## src/rtl/id_stage_pipe.sv

```systemverilog
// RV32 instruction-decode stage: field/immediate decode, register operand
// select with write-back bypass, load-use bubble insertion and a registered
// ID/EX slot under a valid/ready handshake with flush.
module id_stage_pipe #(
  parameter int unsigned DATA_W = 32,
  parameter bit          HAS_M  = 1'b1,
  parameter bit          HAS_A  = 1'b1,
  parameter int unsigned CNT_W  = 16
) (
  input  logic              clk_i,
  input  logic              rst_ni,
  input  logic              if_valid_i,
  output logic              if_ready_o,
  input  logic [31:0]       if_instr_i,
  input  logic [DATA_W-1:0] if_pc_i,
  output logic [4:0]        rf_rs1_addr_o,
  output logic [4:0]        rf_rs2_addr_o,
  input  logic [DATA_W-1:0] rf_a_i,
  input  logic [DATA_W-1:0] rf_b_i,
  input  logic              wb_we_i,
  input  logic [4:0]        wb_rd_i,
  input  logic [DATA_W-1:0] wb_data_i,
  input  logic              flush_i,
  output logic              ex_valid_o,
  input  logic              ex_ready_i,
  output logic [DATA_W-1:0] ex_pc_o,
  output logic [DATA_W-1:0] ex_rs1_val_o,
  output logic [DATA_W-1:0] ex_rs2_val_o,
  output logic [DATA_W-1:0] ex_imm_o,
  output logic [4:0]        ex_rd_o,
  output logic              ex_rd_we_o,
  output logic              ex_is_load_o,
  output logic [2:0]        ex_fu_sel_o,
  output logic              ex_illegal_o,
  output logic [CNT_W-1:0]  stall_cnt_o
);

  localparam logic [6:0] OPC_LOAD   = 7'b0000011;
  localparam logic [6:0] OPC_STORE  = 7'b0100011;
  localparam logic [6:0] OPC_OP     = 7'b0110011;
  localparam logic [6:0] OPC_OP_IMM = 7'b0010011;
  localparam logic [6:0] OPC_LUI    = 7'b0110111;
  localparam logic [6:0] OPC_AUIPC  = 7'b0010111;
  localparam logic [6:0] OPC_BRANCH = 7'b1100011;
  localparam logic [6:0] OPC_JAL    = 7'b1101111;
  localparam logic [6:0] OPC_JALR   = 7'b1100111;
  localparam logic [6:0] OPC_SYSTEM = 7'b1110011;
  localparam logic [6:0] OPC_AMO    = 7'b0101111;

  typedef enum logic [2:0] {
    FU_ALU     = 3'd0,
    FU_MULDIV  = 3'd1,
    FU_LSU     = 3'd2,
    FU_BRANCH  = 3'd3,
    FU_SYSTEM  = 3'd4,
    FU_AMO     = 3'd5,
    FU_ILLEGAL = 3'd7
  } fu_e;

  logic [6:0] opcode;
  logic [2:0] funct3;
  logic [6:0] funct7;
  logic [4:0] rs1, rs2, rd;

  assign opcode = if_instr_i[6:0];
  assign funct3 = if_instr_i[14:12];
  assign funct7 = if_instr_i[31:25];
  assign rs1    = if_instr_i[19:15];
  assign rs2    = if_instr_i[24:20];
  assign rd     = if_instr_i[11:7];

  assign rf_rs1_addr_o = rs1;
  assign rf_rs2_addr_o = rs2;

  logic [DATA_W-1:0] imm_i, imm_s, imm_b, imm_u, imm_j;
  assign imm_i = DATA_W'($signed(if_instr_i[31:20]));
  assign imm_s = DATA_W'($signed({if_instr_i[31:25], if_instr_i[11:7]}));
  assign imm_b = DATA_W'($signed({if_instr_i[31], if_instr_i[7], if_instr_i[30:25],
                                  if_instr_i[11:8], 1'b0}));
  assign imm_u = DATA_W'($signed({if_instr_i[31:12], 12'b0}));
  assign imm_j = DATA_W'($signed({if_instr_i[31], if_instr_i[19:12], if_instr_i[20],
                                  if_instr_i[30:21], 1'b0}));

  fu_e               dec_fu;
  logic [DATA_W-1:0] dec_imm;
  logic              dec_illegal, dec_is_load, dec_writes_rd;
  logic              uses_rs1, uses_rs2;

  // Opcode decode; an illegal slot is normalised to fu=7, imm=0, no write.
  always_comb begin
    dec_fu        = FU_ILLEGAL;
    dec_imm       = '0;
    dec_illegal   = 1'b0;
    dec_is_load   = 1'b0;
    dec_writes_rd = 1'b1;
    uses_rs1      = 1'b1;
    uses_rs2      = 1'b0;
    case (opcode)
      OPC_LOAD:   begin dec_fu = FU_LSU; dec_imm = imm_i; dec_is_load = 1'b1; end
      OPC_STORE:  begin dec_fu = FU_LSU; dec_imm = imm_s; uses_rs2 = 1'b1; dec_writes_rd = 1'b0; end
      OPC_OP: begin
        uses_rs2 = 1'b1;
        if (funct7 == 7'b0000001) begin
          dec_fu      = FU_MULDIV;
          dec_illegal = !HAS_M;
        end else begin
          dec_fu = FU_ALU;
        end
      end
      OPC_OP_IMM: begin dec_fu = FU_ALU; dec_imm = imm_i; end
      OPC_LUI:    begin dec_fu = FU_ALU; dec_imm = imm_u; uses_rs1 = 1'b0; end
      OPC_AUIPC:  begin dec_fu = FU_ALU; dec_imm = imm_u; uses_rs1 = 1'b0; end
      OPC_BRANCH: begin dec_fu = FU_BRANCH; dec_imm = imm_b; uses_rs2 = 1'b1; dec_writes_rd = 1'b0; end
      OPC_JAL:    begin dec_fu = FU_BRANCH; dec_imm = imm_j; uses_rs1 = 1'b0; end
      OPC_JALR:   begin dec_fu = FU_BRANCH; dec_imm = imm_i; end
      OPC_SYSTEM: begin dec_fu = FU_SYSTEM; dec_imm = imm_i; end
      OPC_AMO: begin
        dec_fu      = FU_AMO;
        uses_rs2    = 1'b1;
        dec_illegal = !HAS_A || (funct3 != 3'b010);
      end
      default:    dec_illegal = 1'b1;
    endcase
    if (if_instr_i[1:0] != 2'b11) dec_illegal = 1'b1;
    if (dec_illegal) begin
      dec_fu        = FU_ILLEGAL;
      dec_imm       = '0;
      dec_is_load   = 1'b0;
      dec_writes_rd = 1'b0;
    end
  end

  // Operand select: x0 first, then write-back bypass, then RF read data.
  logic [DATA_W-1:0] op_a, op_b;
  assign op_a = (rs1 == 5'd0) ? '0 :
                (wb_we_i && (wb_rd_i == rs1)) ? wb_data_i : rf_a_i;
  assign op_b = (rs2 == 5'd0) ? '0 :
                (wb_we_i && (wb_rd_i == rs2)) ? wb_data_i : rf_b_i;

  logic              ex_valid_q, ex_valid_d;
  logic [DATA_W-1:0] ex_pc_q, ex_rs1_q, ex_rs2_q, ex_imm_q;
  logic [4:0]        ex_rd_q;
  logic              ex_rd_we_q, ex_is_load_q, ex_illegal_q;
  logic [2:0]        ex_fu_q;
  logic [CNT_W-1:0]  stall_cnt_q, stall_cnt_d;
  logic              capture;

  logic lu, adv;
  assign lu  = ex_valid_q && ex_is_load_q && (ex_rd_q != 5'd0) &&
               ((uses_rs1 && (rs1 == ex_rd_q)) || (uses_rs2 && (rs2 == ex_rd_q)));
  assign adv = !ex_valid_q || ex_ready_i;

  // Ready is forced high in reset so fetch never sees a stuck stage.
  assign if_ready_o = !rst_ni || flush_i || (adv && !lu);

  // Slot next-state: flush beats bubble beats capture beats drain.
  always_comb begin
    ex_valid_d  = ex_valid_q;
    stall_cnt_d = stall_cnt_q;
    capture     = 1'b0;
    if (flush_i) begin
      ex_valid_d = 1'b0;
    end else if (adv) begin
      if (lu) begin
        ex_valid_d = 1'b0;
        if (stall_cnt_q != '1) stall_cnt_d = stall_cnt_q + CNT_W'(1);
      end else if (if_valid_i) begin
        ex_valid_d = 1'b1;
        capture    = 1'b1;
      end else begin
        ex_valid_d = 1'b0;
      end
    end
  end

  // ID/EX slot register; payload only moves on capture so bubbles keep it.
  always_ff @(posedge clk_i) begin
    if (!rst_ni) begin
      ex_valid_q   <= 1'b0;
      stall_cnt_q  <= '0;
      ex_pc_q      <= '0;
      ex_rs1_q     <= '0;
      ex_rs2_q     <= '0;
      ex_imm_q     <= '0;
      ex_rd_q      <= '0;
      ex_rd_we_q   <= 1'b0;
      ex_is_load_q <= 1'b0;
      ex_fu_q      <= '0;
      ex_illegal_q <= 1'b0;
    end else begin
      ex_valid_q  <= ex_valid_d;
      stall_cnt_q <= stall_cnt_d;
      if (capture) begin
        ex_pc_q      <= if_pc_i;
        ex_rs1_q     <= op_a;
        ex_rs2_q     <= op_b;
        ex_imm_q     <= dec_imm;
        ex_rd_q      <= rd;
        ex_rd_we_q   <= dec_writes_rd && (rd != 5'd0);
        ex_is_load_q <= dec_is_load;
        ex_fu_q      <= dec_fu;
        ex_illegal_q <= dec_illegal;
      end
    end
  end

  assign ex_valid_o   = ex_valid_q;
  assign ex_pc_o      = ex_pc_q;
  assign ex_rs1_val_o = ex_rs1_q;
  assign ex_rs2_val_o = ex_rs2_q;
  assign ex_imm_o     = ex_imm_q;
  assign ex_rd_o      = ex_rd_q;
  assign ex_rd_we_o   = ex_rd_we_q;
  assign ex_is_load_o = ex_is_load_q;
  assign ex_fu_sel_o  = ex_fu_q;
  assign ex_illegal_o = ex_illegal_q;
  assign stall_cnt_o  = stall_cnt_q;

endmodule
```

## config.mk

```make
export PLATFORM = sky130hd
export DESIGN_NAME = id_stage_pipe
export DESIGN_NICKNAME = d
export VERILOG_FILES = /design/src/rtl/id_stage_pipe.sv
export SDC_FILE = /design/constraint.sdc
export NUM_CORES = 1
export LEC_CHECK = 0
export ABC_AREA = 1
export CAP_MARGIN = 20
export CORE_UTILIZATION = 48
export DETAILED_ROUTE_END_ITERATION = 12
export GPL_TIMING_DRIVEN = 0
export PLACE_DENSITY = 0.95
export SETUP_SLACK_MARGIN = 0.1
export SYNTH_ARGS = -nofsm -noshare
export SYNTH_HDL_FRONTEND = slang
export SYNTH_SLANG_ARGS = --single-unit
```

## constraint.sdc

```tcl
create_clock -name clk_i -period 2.9 [get_ports clk_i]
set_clock_uncertainty 0.15 [all_clocks]
set_input_delay 0.435 -clock clk_i [delete_from_list [all_inputs] [get_ports clk_i]]
set_output_delay 0.435 -clock clk_i [all_outputs]
set_load 0.02 [all_outputs]
```

==> Word level (Yosys, flattened, before mapping) <==
Cells that the tools add are included.
W data, S select, Z words.
{ "op_classes": {"n_reduce_logical": 31, "magnitude_cmp": 0, "shifts": 0, "n_bitwise": 2, "n_div": 0, "n_addsub": 1, "muxes": 21, "eq_ne": 19, "multipliers": 0} }
{ "op_table": {"columns": ["operator", "n"], "rows": [
  ["$mux W32", 5],
  ["$pmux W32 S5", 1],
  ["$eq A7 B6 Y1 const B", 4],
  ["$eq A7 B7 Y1 const B", 4],
  ["$eq A5 B5 Y1", 4],
  ["$pmux W3 S6", 1],
  ["$add A16 B1 Y16 const B", 1],
  ["$ne A16 B16 Y1 const B", 1],
  ["$eq A7 B5 Y1 const B", 2],
  ["$mux W1", 12],
  ["$logic_not A5 Y1", 2],
  ["$reduce_bool A5 Y1", 2],
  ["$reduce_or A10 Y1", 1],
  ["$logic_and A1 B1 Y1", 9],
  ["$reduce_or A3 Y1", 3],
  ["$reduce_or A2 Y1", 4],
  ["$reduce_or A4 Y1", 2],
  ["$eq A7 B1 Y1 const B", 1],
  ["$eq A7 B2 Y1 const B", 1],
  ["$logic_or A1 B1 Y1", 4],
  ["$reduce_and A4 Y1", 1],
  ["$logic_not A1 Y1", 3],
  ["$mux W3", 1],
  ["$ne A3 B2 Y1 const B", 1],
  ["other kinds (3)", 4]
]} }
{ "totals": {"rom_bits": 0, "ff_bits": 156, "latch_bits": 0, "mem_bits_rw": 0, "memories": 0, "word_cells": 85} }

==> Depth between registers and ports, before layout <==
Gate-level depths: netlist of run 1.
{ "depth": {"ltp_word": 9, "mapped_depth": 15, "ltp_nobuf": 14} }

==> Worst setup path after synthesis of run 1 <==
Ideal clock, no wire load.
{ "synth_path": {"kind": "input to output", "start": "input port if_instr_i[4]", "end": "output port if_ready_o", "path_slack_ps": 793, "t_arrival_ps": 1522, "stages": 11, "cell_sequence": "inv_2 -> nand2_1 -> nor2_2 -> nand2_2 -> nand2_2 -> inv_2 -> nand3_1 -> nand2_1 -> nand2_2 -> inv_1 -> o21bai_1"} }
{ "synth_between": {"elab_chain_len": 9} }
{ "synth_rtl": {"columns": ["element", "line_no", "text"], "rows": [
  ["start: declaration", "14", "input logic [31:0] if_instr_i,"],
  ["$eq A7 B6 Y1, or another cell as far along", "98", "case (opcode)"],
  ["$reduce_or A4 Y1 (no line) / $reduce_or A3 Y1 (equally long branches)", null, null],
  ["$mux W1", "98", null],
  ["$logic_and A1 B1 Y1", "150", "((uses_rs1 && (rs1 == ex_rd_q)) || (uses_rs2 && (rs2 == ex_rd_q)));"],
  ["$logic_or A1 B1 Y1 *", "150", null],
  ["$logic_and A1 B1 Y1 *", "149", "assign lu = ex_valid_q && ex_is_load_q && (ex_rd_q != 5'd0) &&"],
  ["$logic_not A1 Y1 *", "154", "assign if_ready_o = !rst_ni || flush_i || (adv && !lu);"],
  ["$logic_and A1 B1 Y1 *", "154", null],
  ["$logic_or A1 B1 Y1 *", "154", null],
  ["end: declaration", "13", "output logic if_ready_o,"]
]} }
Every way passes the cells marked *; elsewhere a longest branch is shown, timed or not.

==> Worst setup path after layout of run 1 <==
{ "layout_path": {"start": "input port if_instr_i[16]", "end": "register ex_rs1_q[13], in the netlist ex_rs1_val_o[13]"} }
{ "layout_between": {"elab_chain_len": 7} }
{ "layout_rtl": {"columns": ["element", "line_no", "text"], "rows": [
  ["$eq A5 B5 Y1", "150", null],
  ["$logic_and A1 B1 Y1", "150", null],
  ["$logic_or A1 B1 Y1", "150", null],
  ["$logic_and A1 B1 Y1", "149", null],
  ["$mux W1", "164", "if (lu) begin"],
  ["$mux W1", "163", "end else if (adv) begin"],
  ["$mux W1", "161", "if (flush_i) begin"],
  ["end signal: assignment", "195", "ex_rs1_q <= op_a;"],
  ["end: declaration", "141", "logic [DATA_W-1:0] ex_pc_q, ex_rs1_q, ex_rs2_q, ex_imm_q;"]
]} }
Several ways; a longest one is shown, not always the timed one.
A chain may end at the register's enable or synchronous reset.

==> results.cfg, run 1 <==
[run_status]
outcome = finished clean

[synth]
synthFlopType = dfxtp_1
synth.avg_cell_area_um2 = 6.04
netlist-cell-type-count = 29
synth.area.top_cells = dfxtp_1 (36%), nand2_1 (18%), nor2_1 (12%)
ys_warn_count = 0
synth_edf_count = 0
synthArstFlopShare_pct = 0
synth_top_area_cell = dfxtp_1
netlist_area_um2 = 8660
seq_area_frac_synth_pct = 36.1
syn-num-nets = 1606
synth.top_cell.area_share_pct = 36.1
synthCells = 1434
synth_seq_cells = 156

[global_routing]
grt_pass1_vias = 9749
grt_pass1_wl_mm = 49.2
grt_max_degree = 17
gr-total-overflow = 0
antenna_found_initial = 0
groute.usage.overall_pct = 34.4

[layout]
final_nets = 1967
areaGrowthSynthToFinish_pct = 49.9
finalCoreUtilization_pct = 74.3
diodes = 0
n_fill_cell = 1376
drive_gt1_share_pct = 5.48
fin_area_um2 = 13000

[setup_path]
rr_startpoint = ex_rd_o[2]$_SDFFE_PN0P_
crit_path_start_kind = input pin
rrSetupSlack_ps = 540
rr_endpoint = ex_fu_sel_o[1]$_SDFFE_PN0P_
cp_data_arrival_time_ps = 2870
cp.required_ps = 3060
cp-end-kind = flip-flop
worstPathMaxFanout = 10
criticalPathCategory = input pin to flip-flop
rr_worst_depth = 13

[place]
place_hpwl_mm = 24.8
gp_congestion = 0.947
dp_slack_ps = -415
port_buffers = 336
place_area_um2 = 12300

[hold_path]
worstHoldStart = if_instr_i[5]
hold_path_class = input pin to flip-flop
hold_end = ex_is_load_o$_SDFFE_PN0P_
hold_depth = 4

[die]
fp.dieArea_um2 = 18600
num_io_pins = 338
start_util_pct = 49.6
core_um2 = 17500
die_h_um = 136
chipWidth_um = 136
num_rows = 48

[drt]
drt_pass1_iterations = 5
drc = 0
drt_iter0_markers = 806
wire_per_inst_um = 16.0
postRouteAntennaNets = 0
vias = 10500
avgViaCountPerCell = 5.18
routed_wl_mm = 32.4

[timing]
setup_slack_ps = 186
maxSlewHeadroom_pct = 55.3
grt_setup_unrepaired = no
period_needed_ps = 2710
drv_slew = 0
fin_crit_sh_pct = 93.6
max_freq_ghz = 0.369
hold_viol = 0
setup_tns_ps = 0
fin_hold_ws_ps = 351
setup_violations = 0
tightest_slew_ps = 671

[run]
maxCapViolations = 0

[power]
peakVddDrop_mv = 0.418
power.density_nw_per_um2 = 469
power_leakage_nw = 6.15

[clock_tree]
htreeDepth = 4
clkTransAtPathRegs_ps = 60
cts_tree = built
clock_path_buffers = 2
clock_latency_ps = 430
cts_buffers = 17
cts.sinks = 156
root_buffer = clkbuf_16
==> repair_timing <==
| item | 4_1_cts | 5_1_grt |
|---|---|---|
| resized for setup | 7 | 15 |
| hold buffers | 0 | 0 |
| pin swaps | 1 | 4 |
| setup buffers | 1 | 5 |
| setup endpoints to repair | 14 | 33 |
==> layout make-up <==
cell class	count	area, um2	area share (%)
repair buffers	342	3420	26.3
multi-input cells	978	4310	33.2
clock inverters	14	156	1.20
clock buffers	18	429	3.31
well taps	225	282	2.17
plain buffers	90	475	3.66
inverters	210	788	6.07
flip-flops and latches	156	3120	24.1
==> critical path, stage by stage <==
cell	delay, ps
clkdlybuf4s50_1	560
inv_1	180
o22ai_1	110
nor2_2	360
nand3_1	400
clkbuf_1	320
nand2_1	110
a21oi_1	90
o21bai_1	220
nor2_1	70
==> kinds of logic after synthesis <==
logic type | share of synthesized area, %
simple gates | 38.6
buf+inv | 14.6
flops | 36.1
compound gates | 8.80
xor+xnor | 1.82
fa+ha+maj | 0.144
==> Yosys cell counts (2+ instances only) <==
cell type,number
nor3_1,14
nand2_2,4
buf_2,17
xor2_1,8
a21oi_1,90
xnor2_1,10
nand3_1,20
nand2_1,420
nor2_1,283
buf_6,10
buf_4,11
nor2_2,2
dfxtp_1,156
clkbuf_1,52
o21ai_0,21
inv_1,205
inv_2,5
o22ai_1,8
o21bai_1,17
nand4_1,72
==> per-layer routing <==
metal	global-route usage [%]	vias up	part of all wire (%)
met5	0	-	0
met3	8.02	105	8.4
met2	58.5	533	48
li1	-	5112	-
met1	40.1	4784	39
met4	17.7	0	4.4
==> state kept, by name, indices dropped and copies added, names as in the netlist <==
name and cells:
ex_is_load_o 1, ex_valid_o 1, stall_cnt_o 16, ex_rs1_val_o 32
ex_illegal_o 1, ex_fu_sel_o 3, ex_rs2_val_o 32, ex_rd_o 5
ex_rd_we_o 1, ex_imm_o 32, ex_pc_o 32
==> report_power, final <==
part / switching, mW / internal, mW
logic: 0.793 / 0.660
clock network: 0.990 / 1.29
registers: 0.0807 / 2.28
==> worst max path at each step <==
stage,startpoint,cells after the start,end,slack (ps)
after floorplan,if_instr_i[4],11,if_ready_o,790
after global placement,if_instr_i[2],12,if_ready_o,-370
after detailed placement,if_instr_i[2],12,if_ready_o,-420
after CTS,if_instr_i[6],12,if_ready_o,100
after global routing,if_instr_i[4],12,if_ready_o,100
final,if_instr_i[16],10,ex_rs1_val_o[13]$_SDFFE_PN0P_,190
==> per-stage QoR <==
step	total power, mW	std cells
6_report	6.09	2033
2_1_floorplan	3.10	1434
4_1_cts	6.07	2028
5_1_grt	6.31	2033
3_5_place_dp	3.82	1995
3_3_place_gp	3.78	1995
==> cells in the final DEF (no fill, tap or decap), types with 2 or more instances in the layout <==
cell type	synthesis	layout
clkbuf_1	52	53
xor2_1	8	8
inv_6	0	6
dfxtp_1	156	156
nor2_2	2	7
buf_6	10	10
o22ai_1	8	8
inv_1	205	204
dlymetal6s2s_1	0	5
nand3_1	20	20
clkinvlp_4	0	3
a21oi_1	90	88
clkbuf_16	0	17
a21oi_2	0	2
buf_4	11	18
xnor2_1	10	10
bufinv_16	0	2
nor3_1	14	14
o21bai_1	17	17
nor2_1	283	277
clkinv_2	0	2
nand2_2	4	4
buf_2	17	17
nand2_1	420	419
inv_2	5	6
clkdlybuf4s50_1	0	330
nand4_1	72	72
o21ai_0	21	21
(Power assumes the default switching activity.)
==> inputs of run 2 (changes only) <==
PLACE_DENSITY = 0.91   (was 0.95)
==> run 2 against run 1 <==
  * Routed wire length shrank 1.3%
  * Via count down 0.55%
  * Flip-flop and latch count did not move
  * Worst hold slack better by 8.7 ps
  * Design area is 0.15% lower
  * Combinational power is essentially flat
  * Clock power down 4%
  * Final cell count about the same
  * Non-clock buffer count fell by 2
  * Fmax is 0.36% higher
  * Die area stayed put
  * Critical path depth increased by 2
  * Largest power group unchanged
  * Highest routed layer unchanged
==> results.cfg, run 2 (synthesized netlist as in run 1, its figures left out) <==
[setup_path]
cp-end-kind = output pin
crit_path_top_delay_cell = clkdlybuf4s50_1
rr_worst_depth = 11
cp_num_buf_inv = 4
path_cells = clkdlybuf4s50_1 -> nand2_1 -> nor2_2 -> nand2_2 -> nand2_2 -> inv_2 -> nand3_1 -> nand2_1 -> nand2_2 -> inv_1 -> o21bai_1 -> buf_4
cpMostUsedCell = nand2_2
cp_top_family = buffers and inverters
cp.required_ps = 2320
rr_endpoint = stall_cnt_o[6]$_SDFFE_PN0P_
cp-startpoint = if_instr_i[1]
crit_path_start_kind = input pin
rr_startpoint = stall_cnt_o[0]$_SDFFE_PN0P_
criticalPathCategory = input pin to output pin
rrSetupSlack_ps = 550
max_stage_delay_ps = 450
worstPathMaxFanout = 7
cp_data_arrival_time_ps = 2120

[power]
switchingPower_mw = 1.84
power_leakage_nw = 6.17
switching_share_pct = 30.6
clock_power_share_pct = 36.6
power.density_nw_per_um2 = 463
power_frac_seq_pct = 39.3
p_comb_share_pct = 24.1
p_int_mw = 4.17
peakVddDrop_mv = 0.417
p_total_mw = 6.00

[run]
maxCapViolations = 0

[place]
port_buffers = 336
place_hpwl_mm = 24.1
gp_congestion = 0.970
dp_slack_ps = -414

[drt]
routed_wl_mm = 32.0
avgViaCountPerCell = 5.16
drt_iter0_markers = 790
drc = 0
vias = 10500
wire_per_inst_um = 15.8
postRouteAntennaNets = 0
drt_pass1_iterations = 5

[run_status]
outcome = finished clean

[clock_tree]
htreeDepth = 4
cts_buffers = 17
clock_path_buffers = 2
root_buffer = clkbuf_16
cts_tree = built
clkTransAtPathRegs_ps = 60
cts.sinks = 156
clock_latency_ps = 430

[layout]
areaGrowthSynthToFinish_pct = 49.7
final_nets = 1965
layout_common_cells = nand2_1 (419), clkdlybuf4s50_1 (327), nor2_1 (277)
finalCoreUtilization_pct = 74.2
final_common_cell = nand2_1
drive_gt1_share_pct = 5.48

[hold_path]
hold_end = ex_imm_o[16]$_SDFFE_PN0P_
hold_depth = 4
hold_path_class = flip-flop to flip-flop
worstHoldStart = ex_imm_o[16]$_SDFFE_PN0P_

[global_routing]
grt_util_met1_pct = 40.9
grt_max_degree = 17
gr-total-overflow = 0
busiest_layer = met2
met3_usage_pct = 8.17
groute.usage.overall_pct = 33.9
grt_pass1_vias = 9542
grt_pass1_wl_mm = 48.3
met2_usage_pct = 55.6
antenna_found_initial = 1

[die]
num_rows = 48
fp.dieArea_um2 = 18600
num_io_pins = 338
chipWidth_um = 136
core_um2 = 17500
die_h_um = 136
start_util_pct = 49.6

[timing]
fin_crit_sh_pct = 93.2
maxSlewHeadroom_pct = 53.0
grt_setup_unrepaired = no
setup_violations = 0
period_needed_ps = 2700
hold_viol = 0
max_freq_ghz = 0.370
drv_slew = 0
fin_hold_ws_ps = 360
setup_slack_ps = 196
tightest_slew_ps = 704
-- run 2: cell count changes in the layout (fill, tap and decap cells not counted), sizes merged --
cell	before	now
clkbuf	70	72
diode	0	1
clkdlybuf4s50	330	327
dlymetal6s2s	5	8
inv	217	213
clkinv	2	6
clkinvlp	3	2
bufinv	2	1
buf	45	42
-- run 2: power groups by stage --
stage / Combinational [mW] / Clock, mW / Sequential, mW
2_1_floorplan: 0.542 / 0 / 2.56
3_3_place_gp: 1.39 / 0 / 2.40
3_5_place_dp: 1.42 / 0 / 2.40
4_1_cts: 1.43 / 2.21 / 2.36
5_1_grt: 1.56 / 2.31 / 2.37
6_report: 1.45 / 2.20 / 2.36
-- run 2: cell type report --
class | count | area (um2)
tap | 225 | 282
antenna | 1 | 2.50
sequential | 156 | 3120
inverter | 210 | 788
fill | 1417 | 4520
timing repair buffer | 340 | 3410
buffer | 90 | 478
clock inverter | 12 | 115
multi-input combinational | 978 | 4310
clock buffer | 19 | 453
-- run 2: timing repair --
| action | CTS | global route |
|---|---|---|
| setup buffers | 1 | 3 |
| gates resized for setup | 4 | 23 |
| pin swaps | 1 | 5 |
| setup endpoints to repair | 1 | 59 |
| hold buffers | 0 | 0 |
| endpoints found under the hold margin | 0 | 0 |
-- run 2: how the worst max path moves through the flow --
stage                                          to  cells past startpoint  slack, ps
floorplan                              if_ready_o                     11        790
global placement                       if_ready_o                     12       -370
detailed placement                     if_ready_o                     12       -410
CTS                 ex_rs1_val_o[14]$_SDFFE_PN0P_                     10        100
global route                           if_ready_o                     12         60
finish                                 if_ready_o                     12        200
-- run 2: worst min-delay path, cell delays in order (launching register included) --
cell	delay (ps)
dfxtp_1	310
inv_1	40
nand2_1	40
nand2_1	50
nor2_1	30
-- run 2: routing by layer --
layer,wire length (um),part of all wire (%),vias to the layer above
li1,-,-,5103
met1,12500,39,4686
met2,14900,47,571
met3,2950,9.2,116
met4,1680,5.2,0
met5,0,0,-
-- run 2: through the flow --
stage	TNS, ps	std cells	instance area, um2
2_1_floorplan	0	1434	8660
3_3_place_gp	-12260	1995	12300
3_5_place_dp	-15740	1995	12300
4_1_cts	0	2027	12900
5_1_grt	0	2031	13000
6_report	0	2031	13000
==> inputs of run 3 (changes only) <==
CORE_ASPECT_RATIO = 0.7   (was unset)
PLACE_DENSITY = unset   (was 0.91)
PLACE_DENSITY_LB_ADDON = 0.05   (was unset)
==> run 3 against run 2 <==
  * Worst hold slack improved by 1.9 ps
  * First-iteration DRC count is 47% higher
  * Sequential power is essentially flat
  * Register-to-register slack gained 20 ps
  * Flip-flop and latch count stayed put
==> results.cfg, run 3 (synthesized netlist as in run 1, its figures left out) <==
[run_status]
outcome = finished clean

[drt]
wire_per_inst_um = 16.0
drc = 0
drt_pass1_iterations = 7
avgViaCountPerCell = 5.09
drt_iter0_markers = 1158
vias = 10400
routed_wl_mm = 32.7
postRouteAntennaNets = 0

[hold_path]
hold_end = ex_imm_o[27]$_SDFFE_PN0P_
worstHoldStart = ex_imm_o[27]$_SDFFE_PN0P_
hold_path_class = flip-flop to flip-flop
hold_depth = 4

[place]
dp_slack_ps = -470
port_buffers = 336
place_hpwl_mm = 25.2
gp_congestion = 0.964

[timing]
maxSlewHeadroom_pct = 40.5
hold_viol = 0
grt_setup_unrepaired = yes
drv_slew = 0
period_needed_ps = 2800
tightest_slew_ps = 892
setup_slack_ps = 103
setup_violations = 0
max_freq_ghz = 0.357
setup_tns_ps = 0
fin_crit_sh_pct = 96.5

[setup_path]
cp_data_arrival_time_ps = 2210
rr_startpoint = stall_cnt_o[0]$_SDFFE_PN0P_
cp-end-kind = output pin
criticalPathCategory = input pin to output pin
crit_path_start_kind = input pin
cp-startpoint = if_instr_i[23]
rrSetupSlack_ps = 570
worstPathMaxFanout = 5
rr_worst_depth = 11
rr_endpoint = stall_cnt_o[13]$_SDFFE_PN0P_
cp.required_ps = 2320

[die]
num_io_pins = 338
core_um2 = 17400
fp.dieArea_um2 = 18600
start_util_pct = 49.7
chipWidth_um = 163
num_rows = 40
die_h_um = 114

[global_routing]
gr-total-overflow = 0
groute.usage.overall_pct = 35.0
antenna_found_initial = 0
grt_max_degree = 17
grt_pass1_wl_mm = 49.9
grt_pass1_vias = 9511

[layout]
final_nets = 1966
areaGrowthSynthToFinish_pct = 50.1
finalCoreUtilization_pct = 74.6
n_fill_cell = 1431
layout_common_cells = nand2_1 (419), clkdlybuf4s50_1 (330), nor2_1 (279)
drive_gt1_share_pct = 5.42
final_common_cell = nand2_1

[clock_tree]
clkTransAtPathRegs_ps = 60
cts_hold_buf = 0
cts.sinks = 156
root_buffer = clkbuf_16
cts_buffers = 17
clock_latency_ps = 440
clock_path_buffers = 2
cts_tree = built
htreeDepth = 4

[power]
power_leakage_nw = 6.16
peakVddDrop_mv = 0.271
power.density_nw_per_um2 = 471

[run]
maxCapViolations = 0
[run 3: cell types whose count changed in the layout (fill, tap and decap cells not counted), moves of 2 or more]
| cell | change |
|---|---|
| dlymetal6s2s_1 | -4 |
| inv_6 | +4 |
| clkdlybuf4s50_1 | +3 |
| clkinv_4 | -2 |
| nand2_2 | -2 |
| nand2_4 | +2 |
| nor2_1 | +2 |
| nor2_2 | -2 |
[run 3: worst max-delay path, stage by stage]
cell             delay [ps]
clkdlybuf4s50_1         620
inv_1                   190
nand2_1                 100
nand4_1                 110
nor2_1                  120
nand2_1                  60
nand2_1                 130
nand2_4                 100
inv_1                   100
o21bai_1                 90
buf_4                   170
[run 3: per-layer routing]
| metal | GRT usage, % | part of all wire (%) |
|---|---|---|
| met1 | 43.8 | 41 |
| met2 | 56.8 | 45 |
| met3 | 9.38 | 11 |
| met4 | 15.1 | 3.8 |
| met5 | 0 | 0 |
[run 3: what timing repair did]
item	4_1_cts	5_1_grt
resized for setup	9	13
setup endpoints to repair	1	38
hold endpoints to repair	0	0
buffers inserted	2	3
pin swaps	2	3
[run 3: power by group]
group,internal (mW),total (mW),switching (mW)
Sequential,2.28,2.36,0.0803
Clock,1.31,2.32,1.01
Combinational,0.656,1.44,0.785
Total,4.25,6.12,1.88
[run 3: through the flow]
stage                     instances  total power [mW]  area, um2  hold WS, ps
after global routing           2038              6.36      13000          392
after detailed placement       2001              3.81      12300          348
final                          2039              6.12      13000          362
after global placement         2001              3.79      12300          346
after floorplan                1434              3.10       8660          416
after CTS                      2035              6.12      12900          361
[run 3: cell type report]
type                            count  area (um2)  area share [%]
Timing Repair Buffer              341        3410            26.2
Clock buffer                       18         439            3.38
Inverter                          210         788            6.07
Buffer                             90         475            3.66
Antenna cell                        1        2.50          0.0193
Clock inverter                     14         158            1.21
Multi-Input combinational cell    978        4310            33.2
Sequential cell                   156        3120            24.0
Tap cell                          231         289            2.22
[run 3: worst max-delay path by stage]
| stage | cells after the start | slack [ps] | to |
|---|---|---|---|
| finish | 11 | 100 | if_ready_o |
| global route | 12 | 2 | if_ready_o |
| CTS | 12 | 110 | if_ready_o |
| detailed placement | 12 | -470 | if_ready_o |
| global placement | 12 | -430 | if_ready_o |
| floorplan | 11 | 790 | if_ready_o |
